<file path="src/rtl/ex_muldiv_unit_pkg.sv">
// Funct codes and multiply/divide sequencer states shared across the EX stage.
package mips_funct_pkg;

  localparam logic [5:0] F_MFHI  = 6'b010000;
  localparam logic [5:0] F_MTHI  = 6'b010001;
  localparam logic [5:0] F_MFLO  = 6'b010010;
  localparam logic [5:0] F_MTLO  = 6'b010011;
  localparam logic [5:0] F_MULT  = 6'b011000;
  localparam logic [5:0] F_MULTU = 6'b011001;
  localparam logic [5:0] F_DIV   = 6'b011010;
  localparam logic [5:0] F_DIVU  = 6'b011011;

  typedef enum logic [1:0] {
    IDLE = 2'd0,
    MUL  = 2'd1,
    DIV  = 2'd2,
    SIGN = 2'd3
  } muldiv_state_t;

endpackage

</file>
<file path="src/rtl/ex_muldiv_unit_if.sv">
// Command/result bundle between the EX stage and the multiply/divide unit.
interface ex_muldiv_unit_if #(parameter int WIDTH = 32);
  logic             start;
  logic [5:0]       operation;
  logic [WIDTH-1:0] a;
  logic [WIDTH-1:0] b;
  logic             flush;
  logic             busy;
  logic [WIDTH-1:0] hi;
  logic [WIDTH-1:0] lo;
  logic [WIDTH-1:0] mfResult;

  modport master (
    output start, operation, a, b, flush,
    input  busy, hi, lo, mfResult
  );

  modport slave (
    input  start, operation, a, b, flush,
    output busy, hi, lo, mfResult
  );
endinterface

</file>
<file path="src/rtl/ex_muldiv_unit.sv">
// Iterative MULT/MULTU/DIV/DIVU unit owning HI/LO; one bit per cycle over a shared
// 64-bit shift register, signs applied in a final correction cycle.
module ex_muldiv_unit
  import mips_funct_pkg::*;
#(
  parameter int WIDTH = 32
) (
  input logic              clk,
  input logic              reset,
  ex_muldiv_unit_if.slave  bus
);

  localparam logic [4:0] LAST_ITER = 5'(WIDTH - 1);

  muldiv_state_t      state;
  logic [4:0]         cnt;
  logic [2*WIDTH-1:0] acc;
  logic [WIDTH-1:0]   opnd;
  logic [WIDTH-1:0]   a_save;
  logic [WIDTH-1:0]   hi_r;
  logic [WIDTH-1:0]   lo_r;
  logic               busy_r;
  logic               neg_q;
  logic               neg_r;
  logic               is_div;
  logic               div0;

  logic               is_mul_op;
  logic               is_div_op;
  logic               signed_op;
  logic [WIDTH:0]     add_sum;
  logic [WIDTH:0]     rem_try;
  logic [WIDTH:0]     rem_sub;
  logic               rem_ge;
  logic [2*WIDTH-1:0] mul_next;
  logic [2*WIDTH-1:0] div_next;
  logic [2*WIDTH-1:0] prod;
  logic [WIDTH-1:0]   quo;
  logic [WIDTH-1:0]   rem;

  function automatic logic [WIDTH-1:0] mag(input logic [WIDTH-1:0] x, input logic sgn);
    return (sgn && x[WIDTH-1]) ? (~x + 1'b1) : x;
  endfunction

  // Command decode, one iteration step for each datapath, and sign correction.
  always_comb begin
    is_mul_op = (bus.operation == F_MULT) || (bus.operation == F_MULTU);
    is_div_op = (bus.operation == F_DIV)  || (bus.operation == F_DIVU);
    signed_op = (bus.operation == F_MULT) || (bus.operation == F_DIV);

    // Multiply: conditional add into the upper half, then shift right with carry.
    add_sum  = {1'b0, acc[2*WIDTH-1:WIDTH]} + (acc[0] ? {1'b0, opnd} : '0);
    mul_next = {add_sum, acc[WIDTH-1:1]};

    // Divide: shift the next dividend bit into the partial remainder, subtract if it fits.
    rem_try  = {acc[2*WIDTH-1:WIDTH], acc[WIDTH-1]};
    rem_ge   = (rem_try >= {1'b0, opnd});
    rem_sub  = rem_try - {1'b0, opnd};
    div_next = {(rem_ge ? rem_sub[WIDTH-1:0] : rem_try[WIDTH-1:0]), acc[WIDTH-2:0], rem_ge};

    prod = neg_q ? ('0 - acc) : acc;
    quo  = neg_q ? ('0 - acc[WIDTH-1:0]) : acc[WIDTH-1:0];
    rem  = neg_r ? ('0 - acc[2*WIDTH-1:WIDTH]) : acc[2*WIDTH-1:WIDTH];
  end

  // Sequencer: accept in IDLE, iterate WIDTH times, correct signs and write HI/LO.
  always_ff @(posedge clk or posedge reset) begin
    if (reset) begin
      state  <= IDLE;
      cnt    <= '0;
      acc    <= '0;
      opnd   <= '0;
      a_save <= '0;
      hi_r   <= '0;
      lo_r   <= '0;
      busy_r <= 1'b0;
      neg_q  <= 1'b0;
      neg_r  <= 1'b0;
      is_div <= 1'b0;
      div0   <= 1'b0;
    end else begin
      case (state)
        IDLE: begin
          if (bus.start && !bus.flush) begin
            if (is_mul_op || is_div_op) begin
              state  <= is_div_op ? DIV : MUL;
              busy_r <= 1'b1;
              cnt    <= '0;
              acc    <= {{WIDTH{1'b0}}, mag(bus.a, signed_op)};
              opnd   <= mag(bus.b, signed_op);
              a_save <= bus.a;
              neg_q  <= signed_op && (bus.a[WIDTH-1] ^ bus.b[WIDTH-1]);
              neg_r  <= signed_op && bus.a[WIDTH-1];
              is_div <= is_div_op;
              div0   <= (bus.b == '0);
            end else if (bus.operation == F_MTHI) begin
              hi_r <= bus.a;
            end else if (bus.operation == F_MTLO) begin
              lo_r <= bus.a;
            end
          end
        end
        MUL, DIV: begin
          if (bus.flush) begin
            state  <= IDLE;
            busy_r <= 1'b0;
          end else begin
            acc <= (state == DIV) ? div_next : mul_next;
            cnt <= cnt + 5'd1;
            if (cnt == LAST_ITER) state <= SIGN;
          end
        end
        SIGN: begin
          state  <= IDLE;
          busy_r <= 1'b0;
          if (!bus.flush) begin
            if (!is_div) begin
              {hi_r, lo_r} <= prod;
            end else if (div0) begin
              lo_r <= '1;
              hi_r <= a_save;
            end else begin
              lo_r <= quo;
              hi_r <= rem;
            end
          end
        end
        default: state <= IDLE;
      endcase
    end
  end

  assign bus.busy     = busy_r;
  assign bus.hi       = hi_r;
  assign bus.lo       = lo_r;
  assign bus.mfResult = (bus.operation == F_MFHI) ? hi_r :
                        (bus.operation == F_MFLO) ? lo_r : '0;

endmodule

</file>
<file path="src/flat_wrapper.sv">
// flat-port wrapper written by rule: the top's interface ports become plain ports
module ex_muldiv_unit_flat import mips_funct_pkg::*;
#(
  parameter int WIDTH = 32
)
  (clk, reset, bus_start, bus_operation, bus_a, bus_b, bus_flush, bus_busy, bus_hi, bus_lo, bus_mfResult);
  ex_muldiv_unit_if #(.WIDTH(WIDTH)) bus_i ();
  input logic clk;
  input logic reset;
  input wire logic [$bits(bus_i.start)-1:0] bus_start;
  input wire logic [$bits(bus_i.operation)-1:0] bus_operation;
  input wire logic [$bits(bus_i.a)-1:0] bus_a;
  input wire logic [$bits(bus_i.b)-1:0] bus_b;
  input wire logic [$bits(bus_i.flush)-1:0] bus_flush;
  output wire logic [$bits(bus_i.busy)-1:0] bus_busy;
  output wire logic [$bits(bus_i.hi)-1:0] bus_hi;
  output wire logic [$bits(bus_i.lo)-1:0] bus_lo;
  output wire logic [$bits(bus_i.mfResult)-1:0] bus_mfResult;
  assign bus_i.start = bus_start;
  assign bus_i.operation = bus_operation;
  assign bus_i.a = bus_a;
  assign bus_i.b = bus_b;
  assign bus_i.flush = bus_flush;
  assign bus_busy = bus_i.busy;
  assign bus_hi = bus_i.hi;
  assign bus_lo = bus_i.lo;
  assign bus_mfResult = bus_i.mfResult;
  ex_muldiv_unit #(.WIDTH(WIDTH)) u_core (.clk(clk), .reset(reset), .bus(bus_i));
endmodule
</file>
<file path="config.mk">
export PLATFORM = sky130hd
export DESIGN_NAME = ex_muldiv_unit_flat
export DESIGN_NICKNAME = d
export VERILOG_FILES = /design/src/rtl/ex_muldiv_unit_pkg.sv /design/src/rtl/ex_muldiv_unit_if.sv /design/src/rtl/ex_muldiv_unit.sv /design/src/flat_wrapper.sv
export SDC_FILE = /design/constraint.sdc
export NUM_CORES = 1
export LEC_CHECK = 0
export ABC_AREA = 1
export BUFFER_PORTS_ARGS = -buffer_cell sky130_fd_sc_hd__buf_2
export CAP_MARGIN = 30
export CORE_MARGIN = 8
export CORE_UTILIZATION = 56
export CTS_CLUSTER_DIAMETER = 40
export DETAILED_ROUTE_END_ITERATION = 8
export GPL_TIMING_DRIVEN = 0
export PLACE_DENSITY = 0.76
export REMOVE_ABC_BUFFERS = 1
export SYNTH_ARGS = -nofsm -noshare
export SYNTH_HDL_FRONTEND = slang
export SYNTH_SLANG_ARGS = --single-unit
</file>
<file path="constraint.sdc">
create_clock -name clk -period 15.4 [get_ports clk]
set_clock_uncertainty 0.15 [all_clocks]
set_input_delay 0.77 -clock clk [delete_from_list [all_inputs] [get_ports clk]]
set_output_delay 0.77 -clock clk [all_outputs]
set_load 0.02 [all_outputs]
</file>
==> results.toml, run 1 <==
[status]
outcome = "complete, but fails checks"
violations = "DRC"

[worst_setup_path]
path_cells = "inv_1 > ha_1 > inv_2 > nor2_1 > inv_1 > nor2_4 > inv_2 > nand2_2 > buf_12 > inv_2 > buf_12 > a21oi_1 > a21boi_2"
crit_required_ps = 15680
cpMaxStageDelayCell = "ha_1"
path_common_cell = "inv_2"
end_kind = "flip-flop"
max_stage_delay_ps = 890
worstPathMaxFanout = 48
path_class = "reg2reg"
arrival_ps = 5420
worst_setup_path_start_kind = "flip-flop"

[die]
start_util = 0.565
die_area_um2 = 42000
coreArea_um2 = 35400
die_w_um = 205
row_count = 69
boundaryPins = 171
die_h_um = 205

[sta]
fmax_ghz = 0.194
max-slew-margin-rel = 0.271
post-route-min-period_ps = 5140
hold_violations = 0
rsz0062_at_grt = "no"
fin_ws_ps = 10260
setup_tns_ps = 0
period_share = 0.334
setup_viol = 0
worst_pin_slew_ps = 1090
drv_slew = 0

[power_and_ir_drop]
p_leak_nw = 12.0
pwr_density_cell_nw_per_um2 = 238
irDropWorstVdd_mv = 0.221

[synth]
syn-cell-area_um2 = 20000
synth.distinct_cells = 54
synthFlopType = "dfrtp_1"
yosysWarnings = 0
ys_ff_latch = 204
synth_edf_count = 0
avgSynthCellArea_um2 = 5.89
async_flop_share = 1.00
synth_cells = 3394
ys_seq_area_frac = 0.255

[grt]
grt_pass1_wl_um = 123000
grt_usage = 0.371
grt_start_max_net_pins = 122
grt_pass1_vias = 22386
gr-total-overflow = 0
antenna_found_initial = 0

[layout]
utilization = 0.639
final_common_cell = "nand2_1"
final_layout_size_suffix_gt1_frac = 0.0922
layout_common_cells = "nand2_1 (990), inv_1 (463), nor2_1 (434)"
nets = 3646
synthToLayoutAreaGrowth_pct = 13.2
fin_cells = 3985
diodes = 0

[routing]
drc = 1
wirelength_um = 79700
dr.pass1.iters = 9
drt-wirelength-per-cell_um = 20.0
routed-via-count = 23468
drt_iter0_markers = 2530
vias_per_cell = 5.89
antenna_left = 0

[place]
dp_cells = 3917
gp_congestion = 1.02
post-dp-hpwl_um = 61700
portBuffers = 170
place_ws_ps = 10310

[clock_network]
postCtsResizedCells = 0
hold_buffers = 0
clkLatencyLatePin_ps = 540
tritoncts = "yes"
root_buffer = "clkbuf_16"
cts_setup_buffers = 0
numClockSinks = 204
cts.path.max_buffers = 3
clk_pin_slew_ps = 50
numCtsBuffers = 38
htreeDepth = 2

[min_path]
hp-class = "in2async"

[job]
max_cap_viol_count = 0
report_power, final:
part | switching (mW) | leakage (nW) | internal [mW] | total, mW
Clock | 0.313 | 0.681 | 0.618 | 0.931
Sequential | 0.318 | 2.39 | 0.781 | 1.10
Combinational | 2.30 | 8.88 | 1.06 | 3.36
critical path, delay by kind of cell (launching register included):
| kind | cells | cell delay, ps |
|---|---|---|
| buf+inv | 7 | 1870 |
| simple gates | 3 | 1340 |
| fa+ha+maj | 1 | 890 |
| flops | 1 | 450 |
| compound gates | 2 | 280 |
stage by stage:
stage	hold WS, ps	power [mW]	cell area, um2
floorplan	298	3.27	19400
global route	338	5.79	22600
CTS	304	5.30	22600
detailed placement	327	4.34	21200
global placement	320	4.23	20800
finish	259	5.39	22600
final timing paths:
kind / start / end / slack [ps] / cells past startpoint
max: u_core.state[1]$_DFFE_PP0P_ / u_core.acc[0]$_DFFE_PP0P_ / 10260 / 13
min: reset / u_core.bus.lo[7]$_DFFE_PP0P_ / 260 / 2
max reg2reg: u_core.state[1]$_DFFE_PP0P_ / u_core.acc[0]$_DFFE_PP0P_ / 10260 / 13
min reg2reg: u_core.cnt[4]$_DFFE_PP0P_ / u_core.cnt[4]$_DFFE_PP0P_ / 340 / 2
max in group asynchronous: reset / u_core.neg_q$_DFFE_PP0P_ / 13840 / 3
min in group clk: u_core.cnt[4]$_DFFE_PP0P_ / u_core.cnt[4]$_DFFE_PP0P_ / 340 / 2
cell usage after synthesis (3+ instances only):
master	instances	area share
clkbuf_1	69	0.013
dfrtp_1	204	0.26
buf_2	31	0.0078
and2_1	5	0.0016
o21ai_2	4	0.0018
o31ai_1	3	0.0011
nand4_1	40	0.013
inv_2	8	0.0015
nand3_1	259	0.065
a21o_1	3	0.0011
xnor2_1	11	0.0048
ha_1	73	0.046
buf_6	5	0.0028
inv_1	467	0.088
o21a_1	5	0.0019
nor2_2	13	0.0041
buf_1	11	0.0021
buf_4	7	0.0026
o211ai_1	11	0.0041
nand3_2	5	0.0025
o21bai_1	7	0.0026
a211oi_1	6	0.0023
a21oi_1	214	0.054
a31oi_1	6	0.0019
nor2_4	12	0.0068
nand3b_1	13	0.0049
nand2_2	14	0.0044
o21ai_1	13	0.0033
o22ai_1	39	0.012
clkinv_1	3	0.00056
o21ai_0	281	0.070
nor3_1	22	0.0055
xor2_1	50	0.022
a22oi_1	31	0.012
nand2_1	990	0.19
nor2_1	434	0.082
per-layer routing:
layer,global-route usage,up-vias,routed length (um)
met4,0.240,0,5500
met2,0.621,1362,37300
met5,0,-,0
met1,0.434,10698,29000
met3,0.0640,301,7960
li1,-,11107,-
final cells by class:
type / count / area [um2]
repair buffers: 187 / 1200
flip-flops and latches: 204 / 5110
inverters: 478 / 1800
well taps: 461 / 577
clock buffers: 45 / 1040
clock inverters: 22 / 353
multi-input cells: 2588 / 12500
fillers: 3307 / 12800
flip-flops by register name, summed over array words and instances, names as in the netlist:
register / cells
u_core.acc: 64
u_core.a_save: 32
u_core.bus.hi: 32
u_core.bus.lo: 32
u_core.opnd: 32
u_core.cnt: 5
u_core.state: 2
u_core.bus.busy: 1
u_core.div0: 1
u_core.is_div: 1
u_core.neg_q: 1
u_core.neg_r: 1
cells by family (layout without fill, tap and decap cells):
| logic type | after synthesis | after routing | synth area share |
|---|---|---|---|
| xor gates and xnor gates | 61 | 61 | 0.0267 |
| muxes | 1 | 1 | 0.000501 |
| buffers and inverters | 602 | 732 | 0.118 |
| AOI/OAI and AO/OA | 632 | 632 | 0.172 |
| adders and majority gates | 75 | 75 | 0.0477 |
| and+or+nand+nor | 1819 | 1819 | 0.379 |
| DFF | 204 | 204 | 0.255 |
No activity file was read; power rests on OpenSTA's default activity.
==> run 2: changes to the inputs <==
--- a/config.mk
+++ b/config.mk
@@ -5,7 +5,7 @@
 export SDC_FILE = /design/constraint.sdc
 export NUM_CORES = 1
 export LEC_CHECK = 0
-export ABC_AREA = 1
+export ABC_AREA = 0
 export BUFFER_PORTS_ARGS = -buffer_cell sky130_fd_sc_hd__buf_2
 export CAP_MARGIN = 30
 export CORE_MARGIN = 8
==> constraint.sdc (replaced) <==
create_clock -name clk -period 4.75 [get_ports clk]
set_clock_uncertainty 0.15 [all_clocks]
set_input_delay 0.2375 -clock clk [delete_from_list [all_inputs] [get_ports clk]]
set_output_delay 0.2375 -clock clk [all_outputs]
set_load 0.02 [all_outputs]
==> run 2 against run 1 <==
Compared with the run above: the run now ends clean; sequential power grew to 3.1 times the previous value; wire length decreased by 30%; combinational power increased by 120%; final cell count is 30% lower; critical path type unchanged.
==> results.toml, run 2 <==
[power_and_ir_drop]
pwr_density_cell_nw_per_um2 = 670
power_mw = 13.7
p_clk_frac = 0.210
p_switching_mw = 6.48
swShare = 0.474
p_leak_nw = 9.12
p_int_mw = 7.20
power_frac_comb = 0.540
power_frac_seq = 0.250
irDropWorstVdd_mv = 0.331

[grt]
grt_start_max_net_pins = 117
gr-total-overflow = 0
grt_pass1_vias = 16888
grt_usage = 0.301
grt_pass1_wl_um = 89700
antenna_found_initial = 0

[worst_setup_path]
end_kind = "flip-flop"
crit_required_ps = 5010
rr_worst_depth = 11
reg2reg_from = "u_core.acc[0]$_DFFE_PP0P_"
arrival_ps = 4700
worstPathMaxFanout = 31
r2r-end = "u_core.bus.hi[14]$_DFFE_PP0P_"
cp-startpoint = "u_core.acc[0]$_DFFE_PP0P_"
path_class = "reg2reg"
endpoint = "u_core.bus.hi[14]$_DFFE_PP0P_"
r2r_setup_slack_ps = 310
worst_setup_path_start_kind = "flip-flop"

[synth]
synth_cells = 2239
synthFlopType = "dfrtp_1"
ys_seq_area_frac = 0.299
synthMuxAreaShare = 0.0533
yosysMostFrequentCell = "nand2_1"
avgSynthCellArea_um2 = 7.64
synth_area_leaders = "dfrtp_1 (30%), o21ai_0 (7.9%), nand2_1 (7.9%)"
syn-cell-area_um2 = 17100
async_flop_share = 1.00
yosysWarnings = 0
yosysTopAreaCellShare = 0.299
ys_ff_latch = 204
synth_top_area_cell = "dfrtp_1"
synth_compound_area_frac = 0.230
synth_common_cells = "nand2_1 (359), o21ai_0 (270), dfrtp_1 (204)"
synth_edf_count = 0
synth_fa_ha_area_frac = 0.0558
synth_top_family_by_area = "compound AO/OA/AOI/OAI gates"
synth-simple-area-share = 0.209
synth.distinct_cells = 80
synth-xor-area-share = 0.102

[die]
die_h_um = 191
row_count = 64
die_area_um2 = 36400
start_util = 0.563
coreArea_um2 = 30300
boundaryPins = 171
die_w_um = 191

[sta]
drv_slew = 0
rsz0062_at_grt = "no"
period_share = 0.934
post-route-min-period_ps = 4440
worst_pin_slew_ps = 998
max-slew-margin-rel = 0.333
setup_viol = 0
hold_violations = 0
fmax_ghz = 0.225

[routing]
top_layer = "met4"
wl_met2_um = 26000
antenna_left = 0
wirelength_um = 55900
wl_met3_um = 4680
routed-via-count = 17293
drt_iter0_markers = 1384
wl_met1_um = 23100
dr.pass1.iters = 7
vias_per_cell = 6.16
drc = 0
drt-wirelength-per-cell_um = 19.9

[layout]
design_area_um2 = 20400
nets = 2531
diodes = 0
final_common_cell = "nand2_1"
largest-register = "u_core.acc"
largest_reg_flops = 64
layout_common_cells = "nand2_1 (359), o21ai_0 (270), dfrtp_1 (203)"
final_layout_size_suffix_gt1_frac = 0.128
synthToLayoutAreaGrowth_pct = 19.5

[place]
portBuffers = 170
post-dp-hpwl_um = 40500
gp_congestion = 0.924
place_area_um2 = 18300

[clock_network]
clkLatencyLatePin_ps = 530
cts_setup_buffers = 0
numClockSinks = 204
clk_pin_slew_ps = 60
cts.path.max_buffers = 3
numCtsBuffers = 39
tritoncts = "yes"
root_buffer = "clkbuf_16"
htreeDepth = 2

[job]
max_cap_viol_count = 0

[min_path]
hp-class = "in2reg"

[status]
outcome = "completed"
[run 2: changes by cell type after synthesis, moves of 81 or more]
cell / previous run / this run
nand2_1: 990 / 359
inv_1: 467 / 63
nor2_1: 434 / 184
nand3_1: 259 / 38
xnor2_1: 11 / 99
clkbuf_1: 69 / 150
mux2i_1: 1 / 82
[run 2: critical path, cell delays in order (launching register included)]
cell	delay [ps]
dfrtp_1	510
clkinvlp_4	470
ha_1	340
nor3b_1	470
nand3_1	320
nand4b_1	360
or2_1	450
or4_4	580
nand2_2	90
xnor2_1	60
or3_1	330
a22o_1	190
[run 2: final cells by class]
| type | instances | area, um2 |
|---|---|---|
| Clock buffer | 45 | 1050 |
| Fill cell | 2521 | 9910 |
| Sequential cell | 204 | 5110 |
| Multi-Input combinational cell | 1808 | 11200 |
| Clock inverter | 27 | 310 |
| Tap cell | 396 | 495 |
| Timing Repair Buffer | 265 | 2040 |
| Inverter | 64 | 251 |
[run 2: metrics by stage]
stage          instances   util  setup TNS, ps  setup slack, ps  hold WS (ps)
6_report            2809  0.673              0              312          68.1
4_1_cts             2807  0.672              0             44.9          41.2
3_5_place_dp        2664  0.604              0              113           248
2_1_floorplan       2076      -        -264390            -1200           193
5_1_grt             2809  0.673              0              175          79.5
3_3_place_gp        2642  0.587       -1050640            -3940           303
[run 2: cell families after synthesis]
group                      Yosys count
DFF                                204
adders and majority gates           75
buffers and inverters              227
muxes                               90
AOI/OAI and AO/OA                  654
and+or+nand+nor                    789
xor gates and xnor gates           200
[run 2: how the worst min path moves through the flow]
stage | startpoint | to | slack (ps) | cells after the start
finish | bus_operation[0] | u_core.neg_q$_DFFE_PP0P_ | 70 | 4
global route | bus_operation[0] | u_core.neg_q$_DFFE_PP0P_ | 80 | 4
floorplan | bus_a[10] | u_core.a_save[10]$_DFFE_PP0P_ | 190 | 2
global placement | u_core.a_save[26]$_DFFE_PP0P_ | u_core.a_save[26]$_DFFE_PP0P_ | 300 | 2
detailed placement | reset | u_core.opnd[2]$_DFFE_PP0P_ | 250 | 2
CTS | bus_operation[0] | u_core.neg_q$_DFFE_PP0P_ | 40 | 4
[run 2: power by group through the flow]
stage	logic [mW]	registers, mW	clock network [mW]
2_1_floorplan	4.85	3.42	0
3_3_place_gp	6.81	3.40	0
3_5_place_dp	7.17	3.40	0
4_1_cts	7.29	3.38	2.89
5_1_grt	8.14	3.51	2.97
6_report	7.39	3.42	2.87
[run 2: layer usage]
metal / vias to the layer above / track usage
met5: - / 0
met4: 0 / 0.119
met3: 134 / 0.0466
met2: 794 / 0.501
met1: 8166 / 0.387
li1: 8199 / -
[run 2: repair_timing]
action / 4_1_cts / 5_1_grt
hold buffers: 71 / 0
endpoints found under the hold margin: 196 / 0
setup endpoints to repair: 0 / 5
gates resized for setup: 0 / 2
